--- src/rtl/mc_main_control_fsm.sv ---
// Main control FSM for the multi-cycle MIPS core.
// Sequences fetch/decode/execute/memory/writeback and drives datapath controls.
module mc_main_control_fsm #(
  parameter logic [5:0] OP_RTYPE = 6'b000000,
  parameter logic [5:0] OP_LW    = 6'b100011,
  parameter logic [5:0] OP_SW    = 6'b101011,
  parameter logic [5:0] OP_BEQ   = 6'b000100,
  parameter logic [5:0] OP_BNE   = 6'b000101,
  parameter logic [5:0] OP_ADDI  = 6'b001000,
  parameter logic [5:0] OP_J     = 6'b000010
) (
  input  logic       clk,
  input  logic       rst,
  input  logic [5:0] opcode,
  input  logic       mem_ready,
  output logic       IorD,
  output logic       IRWrite,
  output logic       PCWrite,
  output logic       Branch,
  output logic       BranchNE,
  output logic       MemWrite,
  output logic       RegWrite,
  output logic       RegDst,
  output logic       MemtoReg,
  output logic       ALUSrcA,
  output logic [1:0] ALUSrcB,
  output logic [1:0] ALU_Op,
  output logic [1:0] PCSrc,
  output logic       illegal_op,
  output logic [3:0] state_dbg
);

  typedef enum logic [3:0] {
    S_FETCH    = 4'd0,
    S_DECODE   = 4'd1,
    S_MEMADR   = 4'd2,
    S_MEMREAD  = 4'd3,
    S_MEMWB    = 4'd4,
    S_MEMWRITE = 4'd5,
    S_EXECUTE  = 4'd6,
    S_ALUWB    = 4'd7,
    S_BRANCH   = 4'd8,
    S_ADDIEX   = 4'd9,
    S_ADDIWB   = 4'd10,
    S_JUMP     = 4'd11
  } state_e;

  state_e state_q, state_d;

  logic       iord_c, irwrite_c, pcwrite_c, branch_c, branchne_c;
  logic       memwrite_c, regwrite_c, regdst_c, memtoreg_c, alusrca_c;
  logic [1:0] alusrcb_c, aluop_c, pcsrc_c;
  logic       illegal_c;

  always_ff @(posedge clk or posedge rst) begin
    if (rst) state_q <= S_FETCH;
    else     state_q <= state_d;
  end

  always_comb begin
    state_d    = S_FETCH;
    iord_c     = 1'b0;
    irwrite_c  = 1'b0;
    pcwrite_c  = 1'b0;
    branch_c   = 1'b0;
    branchne_c = 1'b0;
    memwrite_c = 1'b0;
    regwrite_c = 1'b0;
    regdst_c   = 1'b0;
    memtoreg_c = 1'b0;
    alusrca_c  = 1'b0;
    alusrcb_c  = 2'b00;
    aluop_c    = 2'b00;
    pcsrc_c    = 2'b00;
    illegal_c  = 1'b0;
    case (state_q)
      S_FETCH: begin
        alusrcb_c = 2'b01;
        irwrite_c = mem_ready;
        pcwrite_c = mem_ready;
        state_d   = mem_ready ? S_DECODE : S_FETCH;
      end
      S_DECODE: begin
        // ALU precomputes the branch target into ALUOut
        alusrcb_c = 2'b11;
        if (opcode == OP_LW || opcode == OP_SW) state_d = S_MEMADR;
        else if (opcode == OP_RTYPE)            state_d = S_EXECUTE;
        else if (opcode == OP_BEQ ||
                 opcode == OP_BNE)              state_d = S_BRANCH;
        else if (opcode == OP_ADDI)             state_d = S_ADDIEX;
        else if (opcode == OP_J)                state_d = S_JUMP;
        else                                    illegal_c = 1'b1;
      end
      S_MEMADR: begin
        alusrca_c = 1'b1;
        alusrcb_c = 2'b10;
        if (opcode == OP_LW)      state_d = S_MEMREAD;
        else if (opcode == OP_SW) state_d = S_MEMWRITE;
      end
      S_MEMREAD: begin
        iord_c  = 1'b1;
        state_d = mem_ready ? S_MEMWB : S_MEMREAD;
      end
      S_MEMWB: begin
        memtoreg_c = 1'b1;
        regwrite_c = 1'b1;
      end
      S_MEMWRITE: begin
        iord_c     = 1'b1;
        memwrite_c = 1'b1;
        state_d    = mem_ready ? S_FETCH : S_MEMWRITE;
      end
      S_EXECUTE: begin
        alusrca_c = 1'b1;
        aluop_c   = 2'b10;
        state_d   = S_ALUWB;
      end
      S_ALUWB: begin
        regdst_c   = 1'b1;
        regwrite_c = 1'b1;
      end
      S_BRANCH: begin
        alusrca_c  = 1'b1;
        aluop_c    = 2'b01;
        pcsrc_c    = 2'b01;
        branch_c   = 1'b1;
        branchne_c = (opcode == OP_BNE);
      end
      S_ADDIEX: begin
        alusrca_c = 1'b1;
        alusrcb_c = 2'b10;
        state_d   = S_ADDIWB;
      end
      S_ADDIWB: regwrite_c = 1'b1;
      S_JUMP: begin
        pcsrc_c   = 2'b10;
        pcwrite_c = 1'b1;
      end
      default: state_d = S_FETCH;
    endcase
  end

  // Reset blanks every output combinationally, so an abandoned instruction writes nothing
  assign IorD       = ~rst & iord_c;
  assign IRWrite    = ~rst & irwrite_c;
  assign PCWrite    = ~rst & pcwrite_c;
  assign Branch     = ~rst & branch_c;
  assign BranchNE   = ~rst & branchne_c;
  assign MemWrite   = ~rst & memwrite_c;
  assign RegWrite   = ~rst & regwrite_c;
  assign RegDst     = ~rst & regdst_c;
  assign MemtoReg   = ~rst & memtoreg_c;
  assign ALUSrcA    = ~rst & alusrca_c;
  assign ALUSrcB    = rst ? 2'b00 : alusrcb_c;
  assign ALU_Op     = rst ? 2'b00 : aluop_c;
  assign PCSrc      = rst ? 2'b00 : pcsrc_c;
  assign illegal_op = ~rst & illegal_c;
  assign state_dbg  = rst ? 4'd0 : state_q;

endmodule

--- config.mk ---
export PLATFORM = sky130hd
export DESIGN_NAME = mc_main_control_fsm
export DESIGN_NICKNAME = d
export VERILOG_FILES = /design/src/rtl/mc_main_control_fsm.sv
export SDC_FILE = /design/constraint.sdc
export NUM_CORES = 1
export LEC_CHECK = 0
export CAP_MARGIN = 10
export CORE_UTILIZATION = 35
export DETAILED_ROUTE_END_ITERATION = 6
export MAX_ROUTING_LAYER = met4
export PLACE_DENSITY = 0.73
export SETUP_SLACK_MARGIN = 0.2
export SLEW_MARGIN = 30
export SYNTH_ARGS = -nofsm -noshare
export SYNTH_HDL_FRONTEND = slang
export SYNTH_SLANG_ARGS = --single-unit
export TNS_END_PERCENT = 1
--- constraint.sdc ---
create_clock -name clk -period 1.54 [get_ports clk]
set_input_delay 0.231 -clock clk [delete_from_list [all_inputs] [get_ports clk]]
set_output_delay 0.231 -clock clk [all_outputs]
set_load 0.02 [all_outputs]
==> flow_metrics.env, run 1 <==
export IMPL_final_design_area_no_fill_um2=1331
export IMPL_synth_top_cell_area_share_pct=16.74
export IMPL_power_per_cell_area_nw_per_um2=450.4
export IMPL_finalHoldViolations=0
export IMPL_hold_buffers=0
export IMPL_worst_clock_skew_ns=0.005160
export IMPL_netSwitchingFraction_pct=36.11
export IMPL_drt_wirelength_per_cell_um=15.48
export IMPL_critPathMaxStageDelay_ns=0.43
export IMPL_worst_setup_path_start_kind="flip-flop"
export IMPL_yosysWarningCount=0
export IMPL_detailroute_via_count=939
export IMPL_p_sw_w=0.0002165
export IMPL_worst_r2r_setup_slack_ns=-0.10
export IMPL_synth_edff_count=0
export IMPL_fin_nets=159
export IMPL_largest_register_ffs=4
export IMPL_top_register="state_q"
export IMPL_p_seq_share_pct=20.6
export IMPL_drt_pre_antenna_iters=6
export IMPL_yosysTopAreaCell="sky130_fd_sc_hd__dfrtp_1"
export IMPL_synthFlopType="sky130_fd_sc_hd__dfrtp_1"
export IMPL_clk_latency_ns=0.24
export IMPL_dp_hpwl_mm=1.688
export IMPL_max_clock_buf_depth=2
export IMPL_area_of_the_die_um2=1878
export IMPL_criticalPathCategory="flip-flop to output pin"
export IMPL_post_route_min_period_ns=1.731
export IMPL_postSynthNetCount=94
export IMPL_ctsRootBufferMaster="sky130_fd_sc_hd__clkbuf_4"
export IMPL_fin_ws_ns=-0.1911
export IMPL_top_registers="state_q (4)"
export IMPL_start_util_pct=38.36
export IMPL_io_pins=30
export IMPL_synth_cell_area_um2=598.1
export IMPL_insertedDiodeCount=0
export IMPL_die_w_um=43.34
export IMPL_critical_path_arrival_ns=1.50
export IMPL_worst_hold_path_type="input pin to asynchronous set/reset pin"
export IMPL_power_frac_clock_pct=22.0
export IMPL_p_leak_nw=0.6156
export IMPL_synth_top_cells_by_area="sky130_fd_sc_hd__dfrtp_1, sky130_fd_sc_hd__nor2_1, sky130_fd_sc_hd__nor2b_1"
export IMPL_critical_path_reg2reg_endpoint="state_q[1]$_DFF_PP0_"
export IMPL_antenna_left=0
export IMPL_final_min_period_over_clock_period_pct=112.4
export IMPL_postPlaceCellArea_um2=1162
export IMPL_rsz0062_at_grt="yes"
export IMPL_timing_worst_slew_pin_value_ns=0.3318
export IMPL_placement_rows=14
export IMPL_worst_path_stages=4
export IMPL_grt_overflow=0
export IMPL_drc=4
export IMPL_power_w=0.0005996
export IMPL_grt_antenna_before_repair=0
export IMPL_crit_chain="nor2b_4, nor4b_4, and4_4, buf_6"
export IMPL_synth_cell_type_count=37
export IMPL_critPathMaxFanout=4
export IMPL_place_congestion=0.8119
export IMPL_maxClockFrequency_mhz=577.7
export IMPL_synth_cells=85
export IMPL_setup_viol=15
export IMPL_wp_data_required_ns=1.31
export IMPL_worst_hold_slack_ns=0.3424
export IMPL_port_buffer_count=29
export IMPL_cap_violations=0
export IMPL_die_h_um=43.34
export IMPL_synthToLayoutAreaGrowth_pct=122.6
export IMPL_synth_seq_cells=4
export IMPL_internal_power_w=0.0003831
export IMPL_synth_yosys_seq_area_share_pct=16.74
export IMPL_tritoncts_num_buffers=3
export IMPL_global_route_usage_total_pct=28.41
export IMPL_peakVddDrop_v=0.0006989
export IMPL_critical_path_top_delay_family="simple AND/OR/NAND/NOR gates"
export IMPL_tritoncts="built"
export IMPL_syn_area_per_cell_um2=7.036
export IMPL_max_slew_margin_rel_pct=77.88
export IMPL_run_status="complete, but fails checks"
export IMPL_cts_htree_levels=1
export IMPL_cts_clk_slew_worst_paths_ns=0.04
export IMPL_fp_coreArea_um2=1559
export IMPL_violations="DRC, setup timing"
export IMPL_fillcell_total=99
export IMPL_wirelength_mm=2.539
export IMPL_post_route_cells_drive_above_1_share_pct=64.19
export IMPL_grt_pass1_vias=876
export IMPL_cts_num_sinks=4
export IMPL_critical_path_cell_with_the_highest_stage_delay="sky130_fd_sc_hd__dfrtp_1"
export IMPL_first_iter_violations=33
export IMPL_r2r_cells=5
export IMPL_grt_first_pass_wirelength_mm=3.939
export IMPL_post_drt_via_cell_ratio=5.726
export IMPL_cp_capture_type="output pin"
export IMPL_report_final_slew_viol_count=0
export IMPL_cp_num_buf_inv=1
export IMPL_setup_worst_path_start="state_q[3]$_DFF_PP0_"
export IMPL_combinationalPowerShare_pct=57.4
export IMPL_synth_async_sr_flop_share_pct=100.0
export IMPL_reg2reg_from="state_q[2]$_DFF_PP0_"
export IMPL_grt_max_degree=12
worst max path at each step:
| stage | end | slack (ns) |
|---|---|---|
| 5_1_grt | RegWrite | -0.25 |
| 4_1_cts | BranchNE | -0.19 |
| 3_3_place_gp | BranchNE | -0.61 |
| 3_5_place_dp | PCWrite | -0.67 |
| 2_1_floorplan | BranchNE | -0.02 |
| 6_report | BranchNE | -0.19 |
logic make-up after synthesis:
| logic type | share of synthesized area (%) |
|---|---|
| XOR/XNOR | 2.929 |
| AO/OA/AOI/OAI | 17.57 |
| flip-flops | 16.74 |
| AND/OR/NAND/NOR | 55.44 |
| buffers and inverters | 7.322 |
cell type report:
class	instances	area (um2)	share of cell area, %
Sequential cell	4	103.9	7.801
Clock buffer	3	22.52	1.692
Multi-Input combinational cell	73	605.6	45.49
Tap cell	16	20.02	1.504
Timing Repair Buffer	67	575.6	43.23
Inverter	1	3.754	0.2820
tightest hold or removal path, stage by stage:
cell	delay (ns)
sky130_fd_sc_hd__dlygate4sd2_1	0.33
sky130_fd_sc_hd__buf_4	0.22
sky130_fd_sc_hd__inv_1	0.14
layout by cell type, fill, tap and decap left out, types with 2 or more instances in the layout:
cell type,Yosys,routed
sky130_fd_sc_hd__nor3_2,0,2
sky130_fd_sc_hd__clkdlybuf4s50_1,0,3
sky130_fd_sc_hd__nor4b_2,1,2
sky130_fd_sc_hd__nand2_1,5,5
sky130_fd_sc_hd__nand2b_4,0,2
sky130_fd_sc_hd__nor2b_1,9,5
sky130_fd_sc_hd__clkbuf_4,0,3
sky130_fd_sc_hd__a21oi_1,3,2
sky130_fd_sc_hd__buf_2,2,2
sky130_fd_sc_hd__nor2b_4,0,3
sky130_fd_sc_hd__dfrtp_2,0,3
sky130_fd_sc_hd__nor2_2,0,4
sky130_fd_sc_hd__buf_4,1,41
sky130_fd_sc_hd__buf_6,1,15
sky130_fd_sc_hd__and3_1,3,2
sky130_fd_sc_hd__dlygate4sd2_1,0,4
sky130_fd_sc_hd__or3_4,1,3
sky130_fd_sc_hd__nand2b_1,4,2
sky130_fd_sc_hd__nand3_1,2,2
sky130_fd_sc_hd__nor2_1,15,11
sky130_fd_sc_hd__nand3b_1,3,3
cell usage after synthesis (all sizes together), types with 2 or more instances:
cell / n
o21ai: 2
clkbuf: 3
nand2: 5
dfrtp: 4
xor2: 2
buf: 4
or3: 3
nand2b: 4
and3: 3
a21oi: 3
nor4b: 3
nor3: 3
nor2b: 9
and4: 2
nor2: 15
nand3b: 3
nand3: 2
power by group through the flow:
stage / sequential (W) / clock, W / combinational (W)
after CTS: 0.000122 / 0.000132 / 0.000320
after detailed placement: 0.000121 / 0 / 0.000289
after global placement: 0.000121 / 0 / 0.000283
after floorplan: 0.000120 / 0 / 0.000135
after global routing: 0.000125 / 0.000139 / 0.000366
final: 0.000124 / 0.000132 / 0.000344
what timing repair did:
| item | CTS | global route |
|---|---|---|
| pin swaps | 12 | 3 |
| buffers inserted | 2 | 2 |
| resized for setup | 126 | 23 |
| cloned | 0 | 0 |
| setup endpoints to repair | 25 | 25 |
layer usage:
| layer | vias up | wire length, um | global-route usage [%] | share of wire, % |
|---|---|---|---|---|
| met5 | - | 0 | - | 0 |
| met4 | 0 | 63 | 7.500 | 2.5 |
| met3 | 6 | 134 | 2.917 | 5.3 |
| met2 | 43 | 1333 | 51.52 | 53 |
| met1 | 454 | 1007 | 33.16 | 40 |
| li1 | 436 | - | - | - |
through the flow:
step	worst slack (ns)	instances	util (%)	setup TNS, ns
after floorplan	-0.02021	85	-	-0.02021
after global placement	-0.6093	157	74.56	-9.872
after detailed placement	-0.6670	157	74.56	-10.85
after CTS	-0.1881	162	80.82	-1.410
after global routing	-0.2483	164	85.39	-2.376
final	-0.1911	164	85.39	-1.505
No activity file was read; power rests on OpenSTA's default activity.
==> run 2, diff against run 1 <==
--- a/config.mk
+++ b/config.mk
@@ -6,10 +6,10 @@
 export NUM_CORES = 1
 export LEC_CHECK = 0
 export CAP_MARGIN = 10
-export CORE_UTILIZATION = 35
+export CORE_UTILIZATION = 30
 export DETAILED_ROUTE_END_ITERATION = 6
 export MAX_ROUTING_LAYER = met4
-export PLACE_DENSITY = 0.73
+export PLACE_DENSITY = 0.65
 export SETUP_SLACK_MARGIN = 0.2
 export SLEW_MARGIN = 30
 export SYNTH_ARGS = -nofsm -noshare
==> flow_metrics.env, run 2 (synthesized netlist as in run 1, its figures left out) <==
export IMPL_run_status="complete, but fails checks"
export IMPL_violations="setup timing"
export IMPL_first_iter_violations=7
export IMPL_clk_latency_ns=0.25
export IMPL_tritoncts_num_buffers=3
export IMPL_dp_hpwl_mm=1.648
export IMPL_fin_ws_ns=-0.2326
export IMPL_top_registers="state_q (4)"
export IMPL_synthToLayoutAreaGrowth_pct=125.1
export IMPL_reg2reg_from="state_q[0]$_DFF_PP0_"
export IMPL_fin_nets=163
export IMPL_drt_pre_antenna_iters=4
export IMPL_drt_wirelength_per_cell_um=13.64
export IMPL_peakVddDrop_v=0.0004639
export IMPL_grt_first_pass_wirelength_mm=3.864
export IMPL_worst_r2r_setup_slack_ns=0.02
export IMPL_largest_register_ffs=4
export IMPL_power_w=0.0006111
export IMPL_met2_capacity_usage_during_global_routing_pct=47.22
export IMPL_final_cell_mix="sky130_fd_sc_hd__buf_4, sky130_fd_sc_hd__nor2_1, sky130_fd_sc_hd__buf_6"
export IMPL_p_leak_nw=0.6215
export IMPL_insertedDiodeCount=0
export IMPL_cp_capture_type="output pin"
export IMPL_worst_path_most_repeated_cell="sky130_fd_sc_hd__buf_6"
export IMPL_global_route_usage_total_pct=25.47
export IMPL_tritoncts="built"
export IMPL_die_h_um=46.65
export IMPL_cts_num_sinks=4
export IMPL_top_register="state_q"
export IMPL_fin_util_pct=74.72
export IMPL_area_of_the_die_um2=2176
export IMPL_report_final_slew_viol_count=0
export IMPL_final_design_area_no_fill_um2=1346
export IMPL_post_drt_via_cell_ratio=5.051
export IMPL_critical_path_arrival_ns=1.54
export IMPL_ctsRootBufferMaster="sky130_fd_sc_hd__clkbuf_4"
export IMPL_criticalPathCategory="flip-flop to output pin"
export IMPL_worst_setup_path_start_kind="flip-flop"
export IMPL_rsz0062_at_grt="yes"
export IMPL_post_route_cells_drive_above_1_share_pct=61.84
export IMPL_crit_chain="buf_6, nor4b_4, and4_4, buf_6"
export IMPL_wp_data_required_ns=1.31
export IMPL_start_util_pct=33.19
export IMPL_critical_path_reg2reg_endpoint="state_q[1]$_DFF_PP0_"
export IMPL_power_per_cell_area_nw_per_um2=453.9
export IMPL_grt_busiest_layer="met2"
export IMPL_cts_htree_levels=1
export IMPL_io_pins=30
export IMPL_die_w_um=46.65
export IMPL_power_frac_clock_pct=24.4
export IMPL_drc=0
export IMPL_fp_coreArea_um2=1802
export IMPL_grt_max_degree=10
export IMPL_hold_buffers=0
export IMPL_max_clock_buf_depth=2
export IMPL_use_met3_pct=2.745
export IMPL_post_route_min_period_ns=1.773
export IMPL_worst_hold_path_type="input pin to asynchronous set/reset pin"
export IMPL_grt_overflow=0
export IMPL_critical_path_top_delay_family="simple AND/OR/NAND/NOR gates"
export IMPL_internal_power_w=0.0003842
export IMPL_worst_clock_skew_ns=0.006514
export IMPL_wirelength_mm=2.414
export IMPL_combinationalPowerShare_pct=54.4
export IMPL_timing_worst_slew_pin_value_ns=0.2989
export IMPL_final_min_period_over_clock_period_pct=115.1
export IMPL_detailroute_via_count=894
export IMPL_grt_antenna_before_repair=0
export IMPL_final_cell_count_no_fill=177
export IMPL_p_seq_share_pct=21.1
export IMPL_grt_pass1_vias=906
export IMPL_critical_path_cell_with_the_highest_stage_delay="sky130_fd_sc_hd__dfrtp_2"
export IMPL_place_congestion=0.8841
export IMPL_cts_clk_slew_worst_paths_ns=0.05
export IMPL_r2r_cells=5
export IMPL_dpl_ws_ns=-0.6586
export IMPL_finalHoldViolations=0
export IMPL_critPathMaxFanout=6
export IMPL_postPlaceCellArea_um2=1204
export IMPL_cap_violations=0
export IMPL_final_common_cell="sky130_fd_sc_hd__buf_4"
export IMPL_critPathMaxStageDelay_ns=0.45
export IMPL_placedCellCount=170
export IMPL_antenna_left=0
export IMPL_fillcell_total=137
export IMPL_port_buffer_count=29
export IMPL_max_slew_margin_rel_pct=79.92
export IMPL_p_sw_w=0.0002269
export IMPL_maxClockFrequency_mhz=564.1
export IMPL_placement_rows=15
export IMPL_setup_viol=15
export IMPL_cp_num_buf_inv=2
export IMPL_netSwitchingFraction_pct=37.13
export IMPL_gr_usage_met1_pct=27.87
## run 2: cell count changes in the layout (fill, tap and decap cells not counted), sizes merged
| cell | before | now |
|---|---|---|
| buf | 58 | 59 |
| clkdlybuf4s15 | 1 | 4 |
| clkdlybuf4s50 | 3 | 2 |
| dlygate4sd2 | 4 | 5 |
## run 2: power groups by stage
stage                     combinational, W  sequential (W)  clock (W)
final                             0.000333        0.000129   0.000149
after global routing              0.000355        0.000130   0.000157
after CTS                         0.000302        0.000129   0.000148
after detailed placement          0.000284        0.000130          0
after global placement            0.000279        0.000130          0
after floorplan                   0.000135        0.000120          0
## run 2: final cells by class
cell class              count  area [um2]  area share (%)
clock buffers               3       22.52           1.673
multi-input cells          73       581.8           43.22
inverters                   1       3.754          0.2788
well taps                  25       31.28           2.323
repair buffers             71       603.1           44.80
flip-flops and latches      4       103.9           7.714
## run 2: repair_timing
item,CTS,global route
pin swaps,7,2
buffers inserted,3,1
resized for setup,118,19
setup endpoints to repair,25,25
endpoints found under the hold margin,0,0
gates cloned,0,0
## run 2: how the worst max path moves through the flow
stage | startpoint | slack (ns) | cells after the start | end
3_5_place_dp | rst | -0.66 | 5 | PCWrite
3_3_place_gp | rst | -0.62 | 4 | BranchNE
2_1_floorplan | state_q[2]$_DFF_PP0_ | -0.02 | 4 | BranchNE
6_report | state_q[1]$_DFF_PP0_ | -0.23 | 4 | BranchNE
5_1_grt | state_q[1]$_DFF_PP0_ | -0.29 | 4 | BranchNE
4_1_cts | state_q[1]$_DFF_PP0_ | -0.21 | 4 | BranchNE
## run 2: worst reg2reg max path: stages, from the launching register on
cell	delay, ns
sky130_fd_sc_hd__dfrtp_2	0.47
sky130_fd_sc_hd__nor2b_2	0.19
sky130_fd_sc_hd__nand2b_1	0.14
sky130_fd_sc_hd__buf_4	0.16
sky130_fd_sc_hd__or3_1	0.35
sky130_fd_sc_hd__o21ai_1	0.13
## run 2: per-stage QoR
step | hold slack, ns | setup TNS (ns)
final | 0.2701 | -2.022
after global routing | 0.2832 | -3.081
after CTS | 0.2461 | -2.019
after detailed placement | 0.7667 | -11.14
after global placement | 0.7407 | -10.40
after floorplan | 0.2389 | -0.02021
## run 2: per-layer routing
layer / routed length [um] / vias up
li1: - / 439
met1: 989 / 426
met2: 1334 / 27
met3: 79 / 2
met4: 12 / 0
met5: 0 / -
==> run 3, diff against run 2 <==
--- a/config.mk
+++ b/config.mk
@@ -7,6 +7,7 @@
 export LEC_CHECK = 0
 export CAP_MARGIN = 10
 export CORE_UTILIZATION = 30
+export CTS_BUF_LIST = sky130_fd_sc_hd__clkbuf_4 sky130_fd_sc_hd__clkbuf_8
 export DETAILED_ROUTE_END_ITERATION = 6
 export MAX_ROUTING_LAYER = met4
 export PLACE_DENSITY = 0.65
==> results of run 3 <==
No change in the layout: final DEF, timing and power equal those of run 2.
